===== src/rtl/cpu_types_pkg.sv =====
// Shared CPU/memory types: RAM word, RAM handshake state, and memory arbiter FSM state.
// Pure type package; no logic.
package cpu_types_pkg;

    typedef logic [31:0] word_t;

    typedef enum logic [1:0] {
        FREE   = 2'd0,
        BUSY   = 2'd1,
        ACCESS = 2'd2,
        ERROR  = 2'd3
    } ramstate_t;

    typedef enum logic [1:0] {
        IDLE = 2'd0,
        IGNT = 2'd1,
        DGNT = 2'd2
    } arb_state_t;

endpackage


===== src/rtl/arb_grant_timer.sv =====
// Grant watchdog: counts cycles spent in a grant and raises a sticky timeout_err once a
// grant has lasted TIMEOUT_CYC cycles (flag visible the cycle after); never aborts the grant.
module arb_grant_timer #(
    parameter int TIMEOUT_CYC = 64
) (
    input  logic CLK,
    input  logic nRST,
    input  logic in_grant,
    output logic timeout_err
);

    localparam int CW = $clog2(TIMEOUT_CYC + 1);
    localparam logic [CW-1:0] TO_LIM  = CW'(TIMEOUT_CYC);
    localparam logic [CW-1:0] TO_LAST = CW'(TIMEOUT_CYC - 1);

    logic [CW-1:0] to_cnt;
    logic          hit;

    // hit marks the edge on which to_cnt reaches TIMEOUT_CYC
    assign hit = in_grant && (to_cnt == TO_LAST);

    always_ff @(posedge CLK or negedge nRST) begin
        if (!nRST) begin
            to_cnt <= '0;
        end else if (!in_grant) begin
            to_cnt <= '0;
        end else if (to_cnt != TO_LIM) begin
            to_cnt <= to_cnt + 1'b1;
        end
    end

    always_ff @(posedge CLK or negedge nRST) begin
        if (!nRST) begin
            timeout_err <= 1'b0;
        end else if (hit) begin
            timeout_err <= 1'b1;
        end
    end

endmodule


===== src/rtl/mem_arbiter.sv =====
// Registered icache/dcache arbiter for the single RAM port; 1-cycle arbitration, grant held to ACCESS.
// Default: dcache priority with STARVE_MAX guard; `define ARB_RR_EN for strict round-robin.
module mem_arbiter
    import cpu_types_pkg::*;
#(
    parameter int STARVE_MAX  = 4,
    parameter int TIMEOUT_CYC = 64
) (
    input  logic      CLK,
    input  logic      nRST,
    input  logic      iREN,
    input  word_t     iaddr,
    output logic      iwait,
    output word_t     iload,
    input  logic      dREN,
    input  logic      dWEN,
    input  word_t     daddr,
    input  word_t     dstore,
    output logic      dwait,
    output word_t     dload,
    output logic      ramREN,
    output logic      ramWEN,
    output word_t     ramaddr,
    output word_t     ramstore,
    input  word_t     ramload,
    input  ramstate_t ramstate,
    output logic      timeout_err
);

    localparam int SW = $clog2(STARVE_MAX + 1);

    arb_state_t    state, state_nxt;
    logic [SW-1:0] starve_cnt;
    logic          dreq;
    logic          d_pick;
    logic          i_done;
    logic          d_done;
    logic          grant_active;

    assign dreq         = dREN | dWEN;
    assign grant_active = (state != IDLE);

`ifdef ARB_RR_EN
    logic last_d;

    assign starve_cnt = '0;
    assign d_pick     = dreq && (!iREN || !last_d);

    always_ff @(posedge CLK or negedge nRST) begin
        if (!nRST) begin
            last_d <= 1'b0;
        end else if (d_done) begin
            last_d <= 1'b1;
        end else if (i_done) begin
            last_d <= 1'b0;
        end
    end
`else
    localparam logic [SW-1:0] STARVE_LIM = SW'(STARVE_MAX);

    assign d_pick = dreq && (starve_cnt < STARVE_LIM);

    always_ff @(posedge CLK or negedge nRST) begin
        if (!nRST) begin
            starve_cnt <= '0;
        end else if (!iREN || i_done) begin
            starve_cnt <= '0;
        end else if (d_done && (starve_cnt != STARVE_LIM)) begin
            starve_cnt <= starve_cnt + 1'b1;
        end
    end
`endif

    always_ff @(posedge CLK or negedge nRST) begin
        if (!nRST) begin
            state <= IDLE;
        end else begin
            state <= state_nxt;
        end
    end

    // RAM enables follow the granted side's request live, so a dropped request releases the RAM at once
    always_comb begin
        state_nxt = state;
        ramREN    = 1'b0;
        ramWEN    = 1'b0;
        ramaddr   = '0;
        ramstore  = '0;
        iwait     = 1'b1;
        iload     = '0;
        dwait     = 1'b1;
        dload     = '0;
        i_done    = 1'b0;
        d_done    = 1'b0;

        case (state)
            IDLE: begin
                if (d_pick) begin
                    state_nxt = DGNT;
                end else if (iREN) begin
                    state_nxt = IGNT;
                end
            end

            IGNT: begin
                ramREN  = iREN;
                ramaddr = iaddr;
                if (!iREN) begin
                    state_nxt = IDLE;
                end else if (ramstate == ACCESS) begin
                    iwait     = 1'b0;
                    iload     = ramload;
                    i_done    = 1'b1;
                    state_nxt = IDLE;
                end else if (ramstate == ERROR) begin
                    state_nxt = IDLE;
                end
            end

            DGNT: begin
                ramREN   = dREN;
                ramWEN   = dWEN;
                ramaddr  = daddr;
                ramstore = dstore;
                if (!dreq) begin
                    state_nxt = IDLE;
                end else if (ramstate == ACCESS) begin
                    dwait     = 1'b0;
                    dload     = dREN ? ramload : '0;
                    d_done    = 1'b1;
                    state_nxt = IDLE;
                end else if (ramstate == ERROR) begin
                    state_nxt = IDLE;
                end
            end

            default: state_nxt = IDLE;
        endcase
    end

    arb_grant_timer #(
        .TIMEOUT_CYC (TIMEOUT_CYC)
    ) u_grant_timer (
        .CLK         (CLK),
        .nRST        (nRST),
        .in_grant    (grant_active),
        .timeout_err (timeout_err)
    );

endmodule

===== config.mk =====
export PLATFORM = sky130hd
export DESIGN_NAME = mem_arbiter
export DESIGN_NICKNAME = d
export VERILOG_FILES = /design/src/rtl/cpu_types_pkg.sv /design/src/rtl/arb_grant_timer.sv /design/src/rtl/mem_arbiter.sv
export SDC_FILE = /design/constraint.sdc
export NUM_CORES = 1
export LEC_CHECK = 0
export ABC_AREA = 1
export BUFFER_PORTS_ARGS = -buffer_cell sky130_fd_sc_hd__buf_2
export CAP_MARGIN = 10
export CORE_MARGIN = 5
export CORE_UTILIZATION = 23
export CTS_CLUSTER_SIZE = 24
export DETAILED_ROUTE_END_ITERATION = 10
export HOLD_SLACK_MARGIN = 0.1
export PLACE_DENSITY = 0.69
export SLEW_MARGIN = 20
export SYNTH_ARGS = -nofsm -noshare
export SYNTH_HDL_FRONTEND = slang
export SYNTH_SLANG_ARGS = --single-unit

===== constraint.sdc =====
create_clock -name CLK -period 3.6 [get_ports CLK]
set_input_delay 0.36 -clock CLK [delete_from_list [all_inputs] [get_ports CLK]]
set_output_delay 0.36 -clock CLK [all_outputs]
set_load 0.01 [all_outputs]

* Yosys cells after proc, flatten, opt, wreduce, memory -nomap -nowiden *
Cells that the tools add are included.

storage, ports and cells
  bits in registers = 13
  word-level logic and storage cells = 57

cells by class
  add/sub/neg operators = 2
  magnitude comparators = 1
  equal/unequal tests = 9
  mux-type cells = 32
  bitwise operators = 1
  reduce and logical (&&, ||, !) cells = 8

operator list
  cell                                                                   count
  32-bit 2-to-1 mux                                                      8
  32-bit one-hot mux with 2 select lines                                 1
  7-bit 2-to-1 mux                                                       2
  2-bit 2-to-1 mux                                                       6
  1-bit 2-to-1 mux                                                       11
  7-bit by 1-bit adder with 7-bit output, second input constant          1
  7-bit by 6-bit equality test with 1-bit output, second input constant  1
  7-bit != test, second input constant                                   1
  2-bit equality test, second input constant                             3
  3-bit 2-to-1 mux                                                       2
  3-bit != test, second input constant                                   2
  2-bit one-hot mux with 3 select lines                                  1
  2-bit nonzero test                                                     2
  3-bit by 1-bit adder with 3-bit output, second input constant          1
  1-bit logical AND                                                      3
  3-bit less-than comparator, second input constant                      1
  2-bit by 1-bit equality test with 1-bit output, second input constant  1
  2-bit zero test                                                        1
  2-bit != test, second input constant                                   1
  1-bit one-hot mux with 2 select lines                                  1
  1-bit zero test                                                        1
  1-bit logical OR                                                       1
  1-bit OR                                                               1

* Depth between registers and ports, before layout *
  depth in word-level cells = 7
  mapped depth = 9
  depth with buffers taken out = 8

* Hierarchy *
A second synthesis with hierarchy kept.

second synthesis, totals
  cell total of the unflattened synthesis = 402
  area total of the unflattened synthesis = 2044.5 um^2

modules (own cells, without submodules)
  module           times used  cells each  area each (um^2)  sequential area each (um^2)
  mem_arbiter      1           346         1610.3            125.1
  arb_grant_timer  1           56          434.2             200.2

* Worst setup path after synthesis *
No wires, ideal clock.

  path kind = register to output
  start = reg state[1]
  end = out iload[22]
  arrival = 1311 ps
  path slack = 1929 ps
  stages on the path, launching flop included = 9
  buffers on the path = 2
  cells stage by stage = dfrtp_1 inv_1 ha_1 buf_2 nand2_2 nor2_4 inv_2 buf_6 nor2_1

between the ends
  longest elaborated chain between the ends = 2

ends and longest elaborated chain
  element                                         line               text
  start: declaration                              mem_arbiter.sv:32  arb_state_t state, state_nxt;
  start signal: assignment                        mem_arbiter.sv:78  state <= state_nxt;
  2-bit by 1-bit equality test with 1-bit output  mem_arbiter.sv:96  case (state)
  32-bit 2-to-1 mux                               mem_arbiter.sv:96
  end: declaration                                mem_arbiter.sv:14  output word_t iload,

No other way between the ends.

* Worst setup path in the final report *
  start = reg state[0]
  end = out ramaddr[26]

between the ends
  longest elaborated chain between the ends = 2
  elaborated cells on any way between the ends = 3
  those cells by class = eq/ne: 2; mux: 1

ends and longest elaborated chain
  element                                                                                       line               text
  2-bit equality test / 2-bit by 1-bit equality test with 1-bit output (equally long branches)  mem_arbiter.sv:96
  32-bit one-hot mux with 2 select lines *                                                      mem_arbiter.sv:96
  end: declaration                                                                              mem_arbiter.sv:23  output word_t ramaddr,

Every way passes the cells marked *; elsewhere a longest branch is shown, timed or not.

==> run summary <==
The worst slew slack as a fraction of its limit is 0.297, and the max capacitance violation total is 0. TritonCTS built the clock tree. The run gives 0.161 as the post-synthesis sequential area ratio. The post-CTS clock slew at the launch and capture registers of the worst setup and hold paths is 0.05 ns, and the fraction of final layout cells with drive strength greater than 1 is 0.437. IR analysis of the VDD net gives a maximum drop of 0.292 mV. The logs give 0 for the overflow left after global routing and 0 for the final number of hold-violating endpoints.

Dividing total power by cell area gives a power density of 424 nW/um^2. The startpoint identified for the worst hold timing path is u_grant_timer.timeout_err. The core region is 8640 um^2. The worst register-to-register path has a setup slack of 1.74 ns. The global-route wire length before repair was 15,100 um; the count of boundary I/O pins was 268. The fraction of registers with async set or reset after synthesis works out to 1.00. The startpoint identified for the worst register-to-register timing path is state[0].

The clock net in this run drives a total of 13 sinks. Total power for the finished layout comes to 1.46 mW. The number of cells on the worst reg-to-reg path is 7. The flow ran to the end, and the final reports show no timing, DRC or antenna violations. Synthesis inferred 13 register bits.

The top cell type by total area after synthesis is nand2_1. The count of flip-flops with a built-in enable after synthesis came out at 0. After filler insertion, the fill cell instance count of the layout stands at 1,010. The net count of the finished layout is 789. During synthesis, Yosys emitted a total of 0 warnings.

The initial antenna violation count is 0, and the highest clock frequency the design can meet is 395 MHz. The total inserted antenna cells is 0. The run gives 10,700 um^2 as the total die area. Ranked by total cell area, the synthesized netlist is headed by nand2_1, dfrtp_1, inv_1, a21oi_1, nor3_1. The number of buffers inserted by port buffering is 267, and the critical path data required time is 3.24 ns.

The most used standard cell by instance count after synthesis was nand2_1. Compared with the post-synthesis result, the final layout area differs by 70.1%. The share of the cycle needed by the critical path after routing is 0.703. The number of stages on the worst hold path is 2, and the half-perimeter wire length of the detailed placement result is 8210 um. Setup repair after global routing left no endpoint under its margin. The run gives 3,211 as the total number of vias. The worst setup path is launched from a flip-flop.

The tools report the total clock buffers created by CTS as 3. At the pin with the least slew margin, the transition time is 1.05 ns. The logs give 0 for the final max-slew violation count and 20 for the number of library cell types mapped by synthesis. The minimum period implied by the final worst setup slack was 2.53 ns.

In this run the static leakage power is 2.47 nW. The tree is rooted in a clkbuf_8. The floorplan die width was 104 um. The worst reg2reg path endpoint is starve_cnt[1]. Measured along the y axis, the die boundary spans 104 um.

By startpoint and endpoint, the worst setup path is classified as reg2out. The mapped netlist covers 2020 um^2. The detailed router finished its first iteration with 146 violations. Among all flip-flop cells after synthesis, the most frequent one is dfrtp_1.

The total wirelength of the detailed-routed design came out at 9960 um. The portion of synthesized cell area occupied by the leading cell type came out at 0.231. The worst hold path terminates at u_grant_timer.timeout_err. The kind of end point of the critical path is an output pin. At the later pin of the worst-skew pair, clock insertion delay measures 0.24 ns. The path class of the tightest hold or removal check is reg2reg.

The initial standard-cell utilization of the core was 0.234; the number of nets in the synthesized netlist was 537. The ratio of routed vias to standard cells came out at 4.26. In this run the worst path has a maximum fanout of 33. The number of core rows came out at 34.

The pre-antenna-repair detailed-routing pass consisted of 5 iterations. For this run, design rule violations remaining after detail routing come to 0. Routability-driven placement finished with a final weighted congestion of 0.885. For the final setup violation count, the log shows 0. The logs give 1 for the depth of the CTS H-tree and 0 for the remaining antenna violation count. In the final timing run, aggregate negative setup slack is 0 ns.

The post-synthesis instance total was 394; the mean cell area of the mapped netlist was 5.12 um^2. No sink is reached through more buffers than the 2 on the longest clock path. The commonest cells after synthesis are nand2_1, inv_1, nor2_1. The all-layer global routing usage was 0.166; the critical path data arrival time was 2.17 ns. Clock skew on the completed layout was measured at 0.00377 ns. Entering global routing, the biggest net connects 68 pins. The mean routed wirelength per cell is 13.2 um, and the number of global-route vias before repair is 2,788.
routing by layer:
metal / share of wire / vias up / global-route usage
met1: 0.40 / 1389 / 0.204
met2: 0.51 / 137 / 0.293
li1: - / 1671 / -
met5: 0 / - / 0
met3: 0.069 / 14 / 0.0348
met4: 0.025 / 0 / 0.0444
power breakdown:
part	switching, mW	leakage [nW]	internal (mW)
Combinational	0.750	2.27	0.384
Sequential	0.0233	0.177	0.169
Clock	0.0507	0.0228	0.0781
per-stage QoR:
| step | cells | instance area (um^2) | worst slack, ns | hold slack, ns | util |
|---|---|---|---|---|---|
| 2_1_floorplan | 394 | 2020 | 1.93 | 0.0644 | - |
| 6_report | 753 | 3430 | 1.07 | 0.467 | 0.397 |
| 4_1_cts | 753 | 3430 | 0.988 | 0.474 | 0.397 |
| 5_1_grt | 753 | 3430 | 0.889 | 0.535 | 0.397 |
| 3_5_place_dp | 748 | 3370 | 1.26 | 0.264 | 0.391 |
| 3_3_place_gp | 748 | 3370 | 1.25 | 0.261 | 0.391 |
sequential cells by signal, summed over array words and instances (netlist names):
register                   cells
u_grant_timer.to_cnt           7
starve_cnt                     3
u_grant_timer.timeout_err      1
state                          2
cell families after synthesis:
logic type,share of synthesized area
buffers and inverters,0.228
DFF,0.161
xor gates and xnor gates,0.00868
AOI/OAI and AO/OA,0.0893
adders and majority gates,0.0496
and+or+nand+nor,0.464
worst max path at each step:
stage              from     endpoint  slack [ns]  cells after the start
4_1_cts        state[0]  ramaddr[31]        0.99                      5
3_5_place_dp   state[0]  ramaddr[31]        1.26                      5
2_1_floorplan  state[1]    iload[22]        1.93                      8
6_report       state[0]  ramaddr[26]        1.07                      5
3_3_place_gp   state[1]  ramaddr[31]        1.25                      5
5_1_grt        state[1]  ramaddr[31]        0.89                      5
critical path, stage by stage, from the launching register on:
cell,delay (ns)
dfrtp_1,0.39
inv_1,0.09
ha_1,0.29
inv_1,0.76
a21oi_1,0.18
buf_2,0.22
area by class of cell:
cell class / count / area [um^2] / share of cell area
inverters: 87 / 327 / 0.0952
multi-input cells: 271 / 1240 / 0.361
clock buffers: 4 / 45.0 / 0.0131
repair buffers: 270 / 1360 / 0.397
well taps: 108 / 135 / 0.0394
flip-flops and latches: 13 / 325 / 0.0948
cells in the final DEF, fill, tap and decap left out:
| cell | count |
|---|---|
| a21oi_1 | 35 |
| buf_2 | 267 |
| buf_4 | 2 |
| clkbuf_1 | 1 |
| clkbuf_8 | 3 |
| dfrtp_1 | 13 |
| dlygate4sd3_1 | 1 |
| ha_1 | 7 |
| ha_2 | 1 |
| inv_1 | 85 |
| inv_2 | 2 |
| nand2_1 | 123 |
| nand2_2 | 3 |
| nand3_1 | 17 |
| nand4_1 | 4 |
| nor2_1 | 42 |
| nor2_2 | 2 |
| nor2_4 | 1 |
| nor3_1 | 32 |
| o21ai_0 | 1 |
| or2_2 | 1 |
| xor2_1 | 2 |
what timing repair did:
action                    in CTS  in global routing
setup buffers                  0                  0
resized for setup              0                  0
hold buffers                   1                  0
hold endpoints to repair      13                  0
Note: power is estimated with default switching activity, not from simulation.
